File: config.mk
export PLATFORM = sky130hd
export DESIGN_NAME = a2d_rr_sched
export DESIGN_NICKNAME = d
export VERILOG_FILES = /design/src/rtl/segway_pkg.sv /design/src/rtl/a2d_sched_sm.sv /design/src/rtl/a2d_rr_sched.sv
export SDC_FILE = /design/constraint.sdc
export NUM_CORES = 1
export LEC_CHECK = 0
export ABC_AREA = 1
export CORE_MARGIN = 4
export CORE_UTILIZATION = 40
export DETAILED_ROUTE_END_ITERATION = 8
export PLACE_DENSITY = 0.69
export SYNTH_ARGS = -nofsm -noshare
export SYNTH_HDL_FRONTEND = slang
export SYNTH_SLANG_ARGS = --single-unit
File: constraint.sdc
create_clock -name clk -period 1.8 [get_ports clk]
set_clock_uncertainty 0.05 [all_clocks]
set_input_delay 0.36 -clock clk [delete_from_list [all_inputs] [get_ports clk]]
set_output_delay 0.36 -clock clk [all_outputs]
set_load 0.05 [all_outputs]
File: src/rtl/segway_pkg.sv
// rtl/segway_pkg.sv - shared types and helpers for the Segway A2D scheduler
package segway_pkg;

    typedef enum logic [2:0] {
        S_IDLE,
        S_CMD,
        S_WAIT1,
        S_GAP,
        S_RD,
        S_WAIT2,
        S_DONE
    } sched_state_t;

    typedef enum logic [1:0] {
        RR_LFT,
        RR_RGHT,
        RR_STEER,
        RR_BATT
    } rr_ch_t;

    localparam logic [10:0] A2D_CMD_PAD = 11'h000;

    // Channel-select command: channel number in [13:11], everything else zero.
    function automatic logic [15:0] a2d_cmd_word(input logic [2:0] ch);
        return {2'b00, ch, A2D_CMD_PAD};
    endfunction

    // Round-robin successor, wrapping BATT back to LFT.
    function automatic rr_ch_t rr_next(input rr_ch_t ch);
        rr_ch_t nxt_ch;
        case (ch)
            RR_LFT:   nxt_ch = RR_RGHT;
            RR_RGHT:  nxt_ch = RR_STEER;
            RR_STEER: nxt_ch = RR_BATT;
            default:  nxt_ch = RR_LFT;
        endcase
        return nxt_ch;
    endfunction

endpackage

File: src/rtl/a2d_sched_sm.sv
// rtl/a2d_sched_sm.sv - conversion sequencing state machine for the A2D scheduler
module a2d_sched_sm
    import segway_pkg::*;
(
    input  logic clk,
    input  logic rst_n,
    input  logic i_nxt,
    input  logic i_done,
    input  logic i_gap_tc,
    output logic o_wrt,
    output logic o_ld_cmd,
    output logic o_ld_result,
    output logic o_cnv_cmplt,
    output logic o_clr_gap,
    output logic o_gap_en,
    output logic o_busy
);

    sched_state_t r_state;
    sched_state_t w_nxt_state;
    logic         r_wrt;
    logic         r_cnv_cmplt;

    // State register; wrt and cnv_cmplt are flopped from the next state so they
    // are glitch-free and line up exactly with the CMD/RD and DONE states.
    always_ff @(posedge clk or negedge rst_n) begin
        if (!rst_n) begin
            r_state     <= S_IDLE;
            r_wrt       <= 1'b0;
            r_cnv_cmplt <= 1'b0;
        end else begin
            r_state     <= w_nxt_state;
            r_wrt       <= (w_nxt_state == S_CMD) || (w_nxt_state == S_RD);
            r_cnv_cmplt <= (w_nxt_state == S_DONE);
        end
    end

    // Next-state and per-transition strobes; done is only honoured in the WAIT states.
    always_comb begin
        w_nxt_state = r_state;
        o_ld_cmd    = 1'b0;
        o_ld_result = 1'b0;
        o_clr_gap   = 1'b0;
        case (r_state)
            S_IDLE: begin
                if (i_nxt) begin
                    w_nxt_state = S_CMD;
                    o_ld_cmd    = 1'b1;
                end
            end
            S_CMD: begin
                w_nxt_state = S_WAIT1;
            end
            S_WAIT1: begin
                if (i_done) begin
                    w_nxt_state = S_GAP;
                    o_clr_gap   = 1'b1;
                end
            end
            S_GAP: begin
                if (i_gap_tc) begin
                    w_nxt_state = S_RD;
                end
            end
            S_RD: begin
                w_nxt_state = S_WAIT2;
            end
            S_WAIT2: begin
                if (i_done) begin
                    w_nxt_state = S_DONE;
                    o_ld_result = 1'b1;
                end
            end
            S_DONE: begin
                w_nxt_state = S_IDLE;
            end
            default: begin
                w_nxt_state = S_IDLE;
            end
        endcase
    end

    assign o_wrt       = r_wrt;
    assign o_cnv_cmplt = r_cnv_cmplt;
    assign o_gap_en    = (r_state == S_GAP);
    assign o_busy      = (r_state != S_IDLE);

endmodule

File: src/rtl/a2d_rr_sched.sv
// rtl/a2d_rr_sched.sv - round-robin A2D conversion scheduler with holding registers
module a2d_rr_sched
    import segway_pkg::*;
#(
    parameter logic [2:0]  CH_LFT   = 3'd0,
    parameter logic [2:0]  CH_RGHT  = 3'd4,
    parameter logic [2:0]  CH_STEER = 3'd5,
    parameter logic [2:0]  CH_BATT  = 3'd6,
    parameter int unsigned GAP_CYC  = 2
) (
    input  logic        clk,
    input  logic        rst_n,
    input  logic        nxt,
    input  logic        done,
    input  logic [15:0] rd_data,
    output logic        wrt,
    output logic [15:0] wt_data,
    output logic [11:0] lft_ld,
    output logic [11:0] rght_ld,
    output logic [11:0] steer_pot,
    output logic [11:0] batt,
    output logic        cnv_cmplt,
    output logic        busy
);

    localparam int unsigned GAP_W = (GAP_CYC > 1) ? $clog2(GAP_CYC) : 1;
    localparam logic [GAP_W-1:0] GAP_LAST = GAP_W'(GAP_CYC - 1);

    rr_ch_t           r_ptr;
    logic [GAP_W-1:0] r_gap_cnt;
    logic [15:0]      r_wt_data;
    logic [11:0]      r_lft_ld;
    logic [11:0]      r_rght_ld;
    logic [11:0]      r_steer_pot;
    logic [11:0]      r_batt;

    logic [2:0]       w_ch;
    logic             w_ld_cmd;
    logic             w_ld_result;
    logic             w_clr_gap;
    logic             w_gap_en;
    logic             w_gap_tc;
    logic             w_unused_hi;

    // Upper nibble of the SPI word carries no conversion data.
    assign w_unused_hi = ^rd_data[15:12];

    a2d_sched_sm u_sm (
        .clk         (clk),
        .rst_n       (rst_n),
        .i_nxt       (nxt),
        .i_done      (done),
        .i_gap_tc    (w_gap_tc),
        .o_wrt       (wrt),
        .o_ld_cmd    (w_ld_cmd),
        .o_ld_result (w_ld_result),
        .o_cnv_cmplt (cnv_cmplt),
        .o_clr_gap   (w_clr_gap),
        .o_gap_en    (w_gap_en),
        .o_busy      (busy)
    );

    // Map the round-robin slot to the physical A2D channel number.
    always_comb begin
        w_ch = CH_LFT;
        case (r_ptr)
            RR_LFT:   w_ch = CH_LFT;
            RR_RGHT:  w_ch = CH_RGHT;
            RR_STEER: w_ch = CH_STEER;
            RR_BATT:  w_ch = CH_BATT;
            default:  w_ch = CH_LFT;
        endcase
    end

    assign w_gap_tc = w_gap_en && (r_gap_cnt == GAP_LAST);

    // Idle-gap counter so SS_n has time to deassert between the two frames.
    always_ff @(posedge clk or negedge rst_n) begin
        if (!rst_n) begin
            r_gap_cnt <= '0;
        end else if (w_clr_gap) begin
            r_gap_cnt <= '0;
        end else if (w_gap_en && !w_gap_tc) begin
            r_gap_cnt <= r_gap_cnt + 1'b1;
        end
    end

    // Command word is captured once per conversion and reused for the read frame.
    always_ff @(posedge clk or negedge rst_n) begin
        if (!rst_n) begin
            r_wt_data <= 16'h0000;
        end else if (w_ld_cmd) begin
            r_wt_data <= a2d_cmd_word(w_ch);
        end
    end

    // Round-robin pointer moves only when a conversion result is stored.
    always_ff @(posedge clk or negedge rst_n) begin
        if (!rst_n) begin
            r_ptr <= RR_LFT;
        end else if (w_ld_result) begin
            r_ptr <= rr_next(r_ptr);
        end
    end

    // Only the holding register for the current slot takes the new result.
    always_ff @(posedge clk or negedge rst_n) begin
        if (!rst_n) begin
            r_lft_ld    <= 12'h000;
            r_rght_ld   <= 12'h000;
            r_steer_pot <= 12'h000;
            r_batt      <= 12'h000;
        end else if (w_ld_result) begin
            case (r_ptr)
                RR_LFT:   r_lft_ld    <= rd_data[11:0];
                RR_RGHT:  r_rght_ld   <= rd_data[11:0];
                RR_STEER: r_steer_pot <= rd_data[11:0];
                RR_BATT:  r_batt      <= rd_data[11:0];
                default:  r_lft_ld    <= r_lft_ld;
            endcase
        end
    end

    assign wt_data   = r_wt_data;
    assign lft_ld    = r_lft_ld;
    assign rght_ld   = r_rght_ld;
    assign steer_pot = r_steer_pot;
    assign batt      = r_batt;

endmodule
**After elaboration in Yosys (flattened, before gate mapping)**

Index checks and enable logic that the tools add are counted.

- Divide/modulo/power cells: 0
- Reductions and logical operators: 12
- Shift-type cells: 0
- Multiplexer cells: 14
- Multipliers: 0
- Bitwise gates (word level): 0
- Add/sub/neg operators: 1
- Equal/unequal tests: 11
- $lt $le $gt $ge: 0

Operators by type and width:

| cell | number |
|---|---|
| 3-bit case mux with 6 select lines | 1 |
| 3-bit == test, second input constant | 4 |
| 3-bit 2-to-1 mux | 4 |
| 3-bit case mux with 4 select lines | 1 |
| 2-bit AND reduction | 4 |
| 1-bit 2-to-1 mux | 7 |
| 3-bit by 1-bit == test with 1-bit output, second input constant | 2 |
| 3-bit by 2-bit == test with 1-bit output, second input constant | 2 |
| 2-bit case mux with 3 select lines | 1 |
| 2-bit == test, second input constant | 2 |
| 3-bit logical NOT | 1 |
| 3-bit nonzero test | 1 |
| 2-bit by 1-bit == test with 1-bit output, second input constant | 1 |
| 1-bit logical AND | 2 |
| 2-bit logical NOT | 1 |
| 2-bit nonzero test | 1 |
| 1-bit adder, second input constant | 1 |
| 1-bit logical NOT | 1 |
| 1-bit logical OR | 1 |

- Bits in writable memories: 0
- Bits in latches: 0
- Memory bits (read-only): 0
- Input port bits: 20
- Bits in registers: 59
- Memories kept: 0
- Word-level logic and storage cells: 48
- Output and inout bits: 67

**Depth between registers and ports, before layout**

- Word-level depth: 6
- Gate-level depth with buffers: 6
- Depth with buffers taken out: 6

**Hierarchy**

From an unflattened synthesis, not the netlist that was laid out.

- Cell total of the unflattened synthesis: 254
- Area, all modules: 2618.8 sq um

Modules (own cells, without submodules):

| module | area an instance (sq um) | seq. area each (sq um) | cells each | instances |
|---|---|---|---|---|
| a2d_rr_sched | 2328.5 | 1351.3 | 217 | 1 |
| a2d_sched_sm | 290.3 | 125.1 | 37 | 1 |

**Worst setup path before layout**

No wires, ideal clock.

- Path kind: flip-flop to flip-flop
- Start: reg r_ptr[0]
- End: reg r_steer_pot[10] (netlist: steer_pot[10])
- Path buffers: 1
- Setup time: 66 ps
- Required time: 1684 ps
- Path slack: 483 ps
- Period minus slack after synthesis: 1317 ps
- Stages on the path, launching flop included: 6
- Arrival time: 1201 ps
- Path through: dfrtp_1 inv_1 ha_1 clkbuf_1 nand3_1 nand2_1

- Word-level cells in the longest chain between the ends: 2

RTL lines:

| item | line | text |
|---|---|---|
| from (decl) | a2d_rr_sched.sv:29 | `rr_ch_t r_ptr;` |
| from (signal assigned) | a2d_rr_sched.sv:102 | `r_ptr <= rr_next(r_ptr);` |
| 2-bit == test | a2d_rr_sched.sv:114 | `case (r_ptr)` |
| 2-bit AND reduction (no line) | -- |  |
| to (signal assigned) | a2d_rr_sched.sv:117 | `RR_STEER: r_steer_pot <= rd_data[11:0];` |
| to (decl) | a2d_rr_sched.sv:34 | `logic [11:0] r_steer_pot;` |

Every way passes these cells.
A chain may end at the register's enable or synchronous reset.

**Final worst setup path**

- Start: reg u_sm.r_state[0]
- End: out busy

- Word-level cells in the longest chain between the ends: 1

RTL lines:

| item | line | text |
|---|---|---|
| from (decl) | a2d_sched_sm.sv:19 | `sched_state_t r_state;` |
| from (signal assigned) | a2d_sched_sm.sv:32 | `r_state <= w_nxt_state;` |
| 3-bit nonzero test | a2d_sched_sm.sv:86 | `assign o_busy = (r_state != S_IDLE);` |
| to (decl) | a2d_rr_sched.sv:23 | `output logic busy` |

Every way passes these cells.

==> results.md <==
- Detailed placement finished with a half-perimeter wire length of 4580 µm.
- The kind of capture point of the worst setup path is a primary output.
- The max-slew violation total from the final report is 0.
- The largest delay contributor family on the critical path is flip-flops.
- The shortest clock period the worst path allows after layout is 1.64 ns.
- Setup violations remaining at the end of the flow were counted as 0.
- The minimum setup slack after placement is 0.000753 ns.
- The worst setup slack after layout is 0.156 ns.
- The post-synthesis sequential area ratio is 0.559.
- The die area is 7970 µm².
- The area taken by flip-flops and latches is 1480 µm².
- No sink is reached through more buffers than the 2 on the longest clock path.
- The floorplan has 29 rows.
- In the routed design, unresolved DRC markers number 0.
- The kind of start point of the critical path is a flip-flop.
- In the final layout, the share of cells above drive strength 1 is 0.234.
- The average wire length per cell after detail routing is 14.7 µm.
- The area occupied by multi-input gates is 955 µm².
- Data on the critical path arrives at its endpoint at 1.23 ns.
- The count of cell instances traversed by the critical path is 3.
- The start of the worst register-to-register path is r_ptr[0].
- On the critical path, the stage with the largest delay is an instance of dfrtp_1.
- Setup repair after global routing left no endpoint under its margin.
- The layer flagged by global routing as most heavily used is met2.
- The area of the core region is 6390 µm².
- The areal power density over the cells is 1730 nW/µm².
- The worst setup slack for register-to-register paths is 0.39 ns.
- TritonCTS built the clock tree.
- For this block, the initial DRC count from the detailed router was 75.
- The fraction of met1 tracks used by global routing is 0.240.
- The number of hold violations in the final report is 0.
- The maximum operating frequency is 0.608 GHz.
- The count of buffers added on input and output ports is 69.
- The largest voltage drop on the vdd net is 0.838 mV.
- The maximum number of pins on one net before global-route repair is 60.
- For this run, the detailed router's first-pass iteration total came to 4.
- The I/O pin count is 87.
- The total of fill cells in the finished design is 613.
- The final layout contains routed wiring with a total length of 6530 µm.
- After synthesis the cells add up to 2640 µm².
- Counting distinct cell types in the post-synthesis netlist gives 20.
- The later pin in the worst-skew pair is clocked with a latency of 0.33 ns.
- The synthesized design contains 59 register bits.
- In this run the number of H-tree levels came out at 3.
- The number of global-route vias before repair is 2130.
- CTS saw 59 sinks.
- The last element of the critical path is busy.
- The starting density of the core is 0.414.
- The static leakage is 1.94 nW.
- For this run, the share of the core covered by cells in the final layout is 0.535.
- The hold path startpoint is lft_ld[7].
- The class of the tightest hold or removal check is flip-flop to flip-flop.
- The destination of the worst register-to-register timing path is steer_pot[9].
- The Yosys step of the flow raised 0 warnings.
- The run finished with clean final reports.
- In the global route stage, met2 resource usage came out at 0.287.
- For this run, the post-layout net count is 389.
- The antenna cell count is 0.
- The area growth from synthesis to layout is 29.3%.
- The TritonCTS buffer count is 9.
- The startpoint-to-endpoint class of the critical path is flip-flop to primary output.
- The beginning of the critical path is u_sm.r_state[0].
- The number of antenna violations at the first check in global routing is 0.
- The root buffer cell chosen for the clock tree is clkbuf_8.
- In this run the worst path has a maximum fanout of 5.
- Summed over all layers, the global routing overflow is 0.
- The number of max-capacitance violations reported is 0.
- From left edge to right edge, the die measures 89.3 µm.
- The most common cell after layout, fill and taps aside is nand2_1.
- For this run, global-route usage on met3 was measured as 0.0369.
- The weighted congestion at the end of routability-driven global placement is 0.753.
- The die is 89.3 µm tall.
- The library cells used most frequently in the layout, excluding fill and tap cells, are nand2_1 (114), dfrtp_1 (59), buf_4 (58).
- Setup total negative slack on the finished layout was measured at 0 ns.
- In this run the mean area of a mapped cell was 9.14 µm².
- Counting cells, the worst reg-to-reg path comes to 5.
- The maximum single-stage delay on the critical path is 0.45 ns.
- The vias after detailed routing is 2152.
- After clock tree synthesis, the clock-pin slew on the worst setup and hold paths is 0.06 ns.
- The detailed-route vias per instance is 4.85.
- The overall routing resource usage is 0.181.
- The first-pass GRT wire length is 10700 µm.
- The fraction of the cycle the final worst path needs is 0.913.
- At the worst endpoint, the required time is 1.39 ns.
- The number of buffers and inverters on the critical path is 1.
- The number of cells produced by synthesis is 289.
- Once detail routing completed, the nets flagged for antenna violations numbered 0.
- Traced cell by cell, the critical path runs through nor2_2, nand2_1, buf_12.
[what timing repair did]
action,CTS,global route
hold buffers,1,0
gates resized for setup,0,1
setup buffers,0,0
hold endpoints to repair,59,0
endpoints found under the setup margin,0,1
[state kept, by name (all words and copies together), names as in the netlist]
name / flops
u_sm.o_cnv_cmplt: 1
r_ptr: 2
r_gap_cnt: 1
batt: 12
lft_ld: 12
wt_data: 3
u_sm.o_wrt: 1
u_sm.r_state: 3
steer_pot: 12
rght_ld: 12
[how the worst min path moves through the flow]
stage | slack (ns) | cells past startpoint | to
finish | 0.42 | 2 | lft_ld[7]
global placement | 0.34 | 2 | u_sm.r_state[0]
global route | 0.45 | 2 | steer_pot[6]
detailed placement | 0.34 | 2 | u_sm.r_state[0]
CTS | 0.43 | 2 | lft_ld[7]
floorplan | 0.01 | 0 | batt[0]
[through the flow]
| step | std cells | area [µm²] | power, mW | hold slack, ns |
|---|---|---|---|---|
| 6_report | 444 | 3420 | 5.92 | 0.422 |
| 5_1_grt | 444 | 3420 | 6.28 | 0.447 |
| 4_1_cts | 444 | 3410 | 5.96 | 0.425 |
| 3_5_place_dp | 428 | 3210 | 4.75 | 0.340 |
| 3_3_place_gp | 428 | 3210 | 4.70 | 0.338 |
| 2_1_floorplan | 301 | 2690 | 3.84 | 0.0144 |
[worst register-to-register path, stage by stage (launching register included)]
cell	delay [ns]
dfrtp_1	0.43
inv_1	0.12
ha_1	0.22
nand3_2	0.26
nand2_1	0.14
nand2_1	0.07
[cell families after synthesis]
group | count (synthesis) | share of synthesized area
other cells | 1 | 0.00142
fa+ha+maj | 6 | 0.0284
buf+inv | 38 | 0.0980
compound gates | 8 | 0.0161
flops | 59 | 0.559
simple gates | 177 | 0.297
[cell usage after synthesis]
cell type / number / area (µm²)
o21ai_1: 1 / 5.00
conb_1: 1 / 3.75
nor2_1: 5 / 18.8
buf_4: 13 / 97.6
dfrtp_1: 59 / 1480
nand2_2: 1 / 6.26
o21bai_1: 1 / 7.51
nand2_4: 1 / 11.3
inv_2: 2 / 7.51
o21ai_0: 5 / 25.0
a21oi_1: 1 / 5.00
nor2_4: 1 / 11.3
ha_1: 6 / 75.1
nand3_1: 50 / 250
buf_6: 9 / 101
clkbuf_1: 4 / 15.0
inv_1: 10 / 37.5
nand3_2: 4 / 40.0
nand2_1: 114 / 428
nor2_8: 1 / 20.0
[metal layers]
layer,up-vias,wire length (µm)
met5,-,0
met4,0,122
met3,10,392
met2,69,3150
met1,1036,2860
li1,1037,-
[final cells by class]
class,count,share of cell area
flip-flops and latches,59,0.432
clock buffers,13,0.0465
multi-input cells,204,0.279
inverters,12,0.0132
clock inverters,2,0.0103
well taps,77,0.0282
repair buffers,77,0.190
[report_power, final]
part	total, mW	internal (mW)	leakage (nW)	switching, mW
logic	2.75	0.783	1.05	1.97
registers	1.97	1.69	0.797	0.276
clock network	1.20	0.706	0.0995	0.489
No activity file was read; power rests on OpenSTA's default activity.
